--- src/rtl/fetch_stage.sv ---
// fetch_stage: Otter IF stage with 1-cycle synchronous imem, skid-buffered stall-safe output and redirect flush
module fetch_stage #(
  parameter logic [31:0] RESET_VECTOR = 32'h0000_0000,
  parameter logic [31:0] NOP_INSTR    = 32'h0000_0013
) (
  input  logic        IF_CLK,
  input  logic        IF_RST_N,
  input  logic [1:0]  PC_SOURCE,
  input  logic [31:0] JALR,
  input  logic [31:0] BRANCH,
  input  logic [31:0] JAL,
  input  logic        STALL,
  input  logic [31:0] MEM_INSTR,
  output logic [31:0] MEM_ADDR,
  output logic        MEM_RDEN,
  output logic [31:0] IF_PC,
  output logic [31:0] IF_IR,
  output logic        IF_VALID,
  output logic        FLUSH
);
  logic [31:0] pc, req_pc, skid_pc, skid_ir, target;
  logic        req_valid, skid_valid, redirect;
  assign redirect = PC_SOURCE != 2'b00;
  assign FLUSH    = redirect;
  assign MEM_ADDR = pc;
  assign MEM_RDEN = IF_RST_N && !redirect && !STALL;
  always_comb target = PC_SOURCE == 2'b01 ? {JALR[31:1], 1'b0} : PC_SOURCE == 2'b10 ? BRANCH : JAL;
  always_ff @(posedge IF_CLK) begin
    if (!IF_RST_N) begin
      pc         <= RESET_VECTOR;
      req_valid  <= 1'b0;
      req_pc     <= RESET_VECTOR;
      skid_valid <= 1'b0;
      skid_pc    <= RESET_VECTOR;
      skid_ir    <= NOP_INSTR;
      IF_VALID   <= 1'b0;
      IF_PC      <= RESET_VECTOR;
      IF_IR      <= NOP_INSTR;
    end else if (redirect) begin
      pc         <= target;
      req_valid  <= 1'b0;
      skid_valid <= 1'b0;
      IF_VALID   <= 1'b0;
      IF_IR      <= NOP_INSTR;
    end else if (STALL) begin
      if (req_valid) begin
        skid_valid <= 1'b1;
        skid_pc    <= req_pc;
        skid_ir    <= MEM_INSTR;
        req_valid  <= 1'b0;
      end
    end else begin
      req_valid  <= 1'b1;
      req_pc     <= pc;
      pc         <= pc + 32'd4;
      skid_valid <= 1'b0;
      IF_VALID   <= skid_valid || req_valid;
      IF_PC      <= skid_valid ? skid_pc : req_pc;
      IF_IR      <= skid_valid ? skid_ir : req_valid ? MEM_INSTR : NOP_INSTR;
    end
  end
endmodule

--- config.mk ---
export PLATFORM = sky130hd
export DESIGN_NAME = fetch_stage
export DESIGN_NICKNAME = d
export VERILOG_FILES = /design/src/rtl/fetch_stage.sv
export SDC_FILE = /design/constraint.sdc
export NUM_CORES = 1
export LEC_CHECK = 0
export BUFFER_PORTS_ARGS = -buffer_cell sky130_fd_sc_hd__buf_4
export CAP_MARGIN = 30
export CORE_UTILIZATION = 35
export DETAILED_ROUTE_END_ITERATION = 16
export GPL_TIMING_DRIVEN = 0
export PLACE_DENSITY = 0.59
export SYNTH_ARGS = -nofsm -noshare
export SYNTH_HDL_FRONTEND = slang
export SYNTH_SLANG_ARGS = --single-unit
--- constraint.sdc ---
create_clock -name IF_CLK -period 2.7 [get_ports IF_CLK]
set_input_delay 0.27 -clock IF_CLK [delete_from_list [all_inputs] [get_ports IF_CLK]]
set_output_delay 0.27 -clock IF_CLK [all_outputs]
set_load 0.02 [all_outputs]
==> metrics <==
outcome finished clean; Reg2Reg Launch Point MEM_ADDR[2]; Max Freq between 300 and 400 MHz; largest net degree at the start of global routing 20; Residual DRC 0; crit end category output port; Placed Cells 1,551; dominant cell type by area after synthesis dfxtp_1; hold depth 3; post-synthesis simple-gate area fraction between 10% and 20%; first-pass iteration count of the detailed router 5; # setup viols final 0; HP Class primary input to flop; r2r setup slk between 0.3 and 0.4 ns; P&R area growth vs syn 31.92%; clock net sink count 195; reg-to-reg endpoint MEM_ADDR[26]; xor/xnor share of the synthesized area 1.651%; Slew @ Worst Pin approximately 0.82 ns; GP Congestion 0.8515; WL final approximately 28,000 um; routed vias/inst between 5 and 6; worst path required time 2.43 ns; Final min period between 2 and 3 ns; slowest CP cell clkbuf_1; largest family of logic cells by synthesized area compound AO/OA/AOI/OAI gates; post-route insts no fill 1,582; Reg clk slew, reported paths 0.08 ns; first-pass GRT wire length between 40,000 and 50,000 um; Fin Hold WS between 0.05 and 0.06 ns; Max Slew Vio Count 0; Netlist Area Pre-Place ~8500 um2; fin crit share between 90 and 100%; mux share of post-synthesis cell area under 10%; Main synth FF type dfxtp_1; drt wl/cell approximately 18 um; critical path arrival 2.28 ns; Antenna Diode Count 0; Layout Utilization between 40% and 50%; synthesized netlist cell count roughly 1,000; sequential share of the synthesized area around 46%; worst-skew pair later-pin latency around 0.44 ns; CP Max Fanout 10; Max transition margin between 40% and 50%; H-tree depth 4; Worst Setup Path Type primary input to output port; sw frac 27.78%; MaxCap Viol Count 0; clock buffer depth 2; Final Hold Vio Count 0; die area approximately 25,000 um2; post-CTS sizing 0; Synth Area in Compound Gates 19.35%; P_sw approximately 1.8 mW; Yosys top cell area share a little under half; number of synthesis warnings 0; worst path cell trace buf_4 -> buf_2 -> nor2_1 -> clkbuf_1 -> nand2_1 -> clkbuf_1 -> nor2_1 -> buf_4; Overall Global Routing Usage 22.76%; R2R depth 6; dpl ws -0.1703 ns; count leader, synth nand2_1; leading post-synthesis cells by instance count nand2_1, dfxtp_1, a21oi_1; FFs w/ async S/R, synth 0%; number of global-route vias before repair 7,704; Worst Slack Setup Final 0.1498 ns; # rows between 50 and 60; via count roughly 8,100; NumNets Final approximately 1,400; power share of the sequential group between 40% and 50%; total power ~6.5 mW; PortBufs around 230; top cells by area, synth dfxtp_1, nand2_1, a21oi_1; P_leak 4.167 nW; post-route ant nets 0; initial DRC count roughly 470; clk root buf clkbuf_16; Critical Path Max Stage Delay roughly 0.44 ns; PwrDens between 500 and 600 nW/um2; hold_sp MEM_INSTR[4]; Internal 4.673 mW; HPWL Detailed around 22,000 um; cts bufs inserted 17; Synth Register Bits 195; Worst Hold Path EP skid_ir[4]; TritonCTS clock tree built; Yosys cell types 48; Setup Skew approximately 0.0096 ns; Peak VDD IR 0.3946 mV; Die X 157.7 um; share of post-route cells with drive strength above 1 23.91%; RSZ-0062 raised after global routing false; GRT overflow 0; initial antenna violation count 0; synthesized area per cell ~8.5 um2; synthesized-area fraction occupied by adder cells 0.1474%; number of synthesized flops with an enable pin 0; clock power share between 30% and 40%; CP Launch Type primary input; combinational power share a little over an eighth; Core ar. 23,610 um2; Die Y between 150 and 200 um; initial core utilization 35.94%; syn nets ~1,100; I/O Pins ~230
-- stage by stage --
stage	TNS (ns)	area (um2)
2_1_floorplan	0	8486
3_3_place_gp	-7.056	10600
3_5_place_dp	-7.204	10600
4_1_cts	0	11190
5_1_grt	0	11190
6_report	0	11190
-- final cells by class --
| type | instances | area, um2 |
|---|---|---|
| tap | 319 | 399.1 |
| buffer | 85 | 339.1 |
| sequential | 195 | 3904 |
| multi-input combinational | 711 | 4198 |
| inverter | 11 | 41.29 |
| fill | 2364 | 12420 |
| timing repair buffer | 229 | 1719 |
| clock buffer | 17 | 425.4 |
| clock inverter | 15 | 168.9 |
-- per-layer routing --
metal | GRT usage, % | wire (um)
met5 | 0 | 0
met4 | 5.132 | 231
met3 | 5.037 | 1829
met2 | 39.12 | 13910
met1 | 28.86 | 11930
-- kinds of logic (layout without fill, tap and decap cells) --
kind of cell | Yosys count | after routing
muxes | 67 | 67
AOI/OAI and AO/OA | 259 | 259
and+or+nand+nor | 368 | 368
buffers and inverters | 97 | 357
adders and majority gates | 1 | 1
xor gates and xnor gates | 16 | 16
DFF | 195 | 195
-- worst max path at each step --
stage | from | to | slack (ns)
6_report | PC_SOURCE[0] | MEM_RDEN | 0.15
5_1_grt | PC_SOURCE[1] | MEM_RDEN | 0.05
4_1_cts | PC_SOURCE[0] | MEM_RDEN | 0.16
3_5_place_dp | STALL | skid_pc[19] | -0.17
3_3_place_gp | STALL | skid_ir[21] | -0.14
2_1_floorplan | MEM_ADDR[6] | MEM_ADDR[19] | 0.57
-- power by group through the flow --
| stage | Clock, mW | Sequential, mW | Combinational (mW) |
|---|---|---|---|
| after floorplan | 0 | 3.18 | 0.356 |
| after global placement | 0 | 3.13 | 0.840 |
| after detailed placement | 0 | 3.13 | 0.843 |
| after CTS | 2.61 | 3.06 | 0.845 |
| after global routing | 2.74 | 3.08 | 0.909 |
| final | 2.57 | 3.06 | 0.839 |
-- cell usage in the layout (no fill, tap or decap), types with 17 or more instances in the layout --
| cell type | count |
|---|---|
| buf_4 | 229 |
| nand2_1 | 215 |
| dfxtp_1 | 195 |
| a21oi_1 | 114 |
| nor2_1 | 84 |
| clkbuf_1 | 60 |
| mux2i_1 | 44 |
| o21ai_0 | 40 |
| a211oi_1 | 35 |
| a221o_1 | 30 |
| clkbuf_16 | 17 |
-- registers in the layout, summed over array words and instances (netlist names) --
register and flops:
IF_IR 32, IF_PC 32, MEM_ADDR 32, req_pc 32, skid_ir 32, skid_pc 32
IF_VALID 1, req_valid 1, skid_valid 1
-- worst max-delay path, delay by kind of cell --
kind | cells | cell delay [ns]
simple gates | 3 | 0.78
buf+inv | 5 | 1.22
-- repair_timing --
| action | CTS | global route |
|---|---|---|
| setup endpoints to repair | 1 | 0 |
| hold buffers | 0 | 0 |
| buffers inserted | 0 | 0 |
No activity file was read; power rests on OpenSTA's default activity.
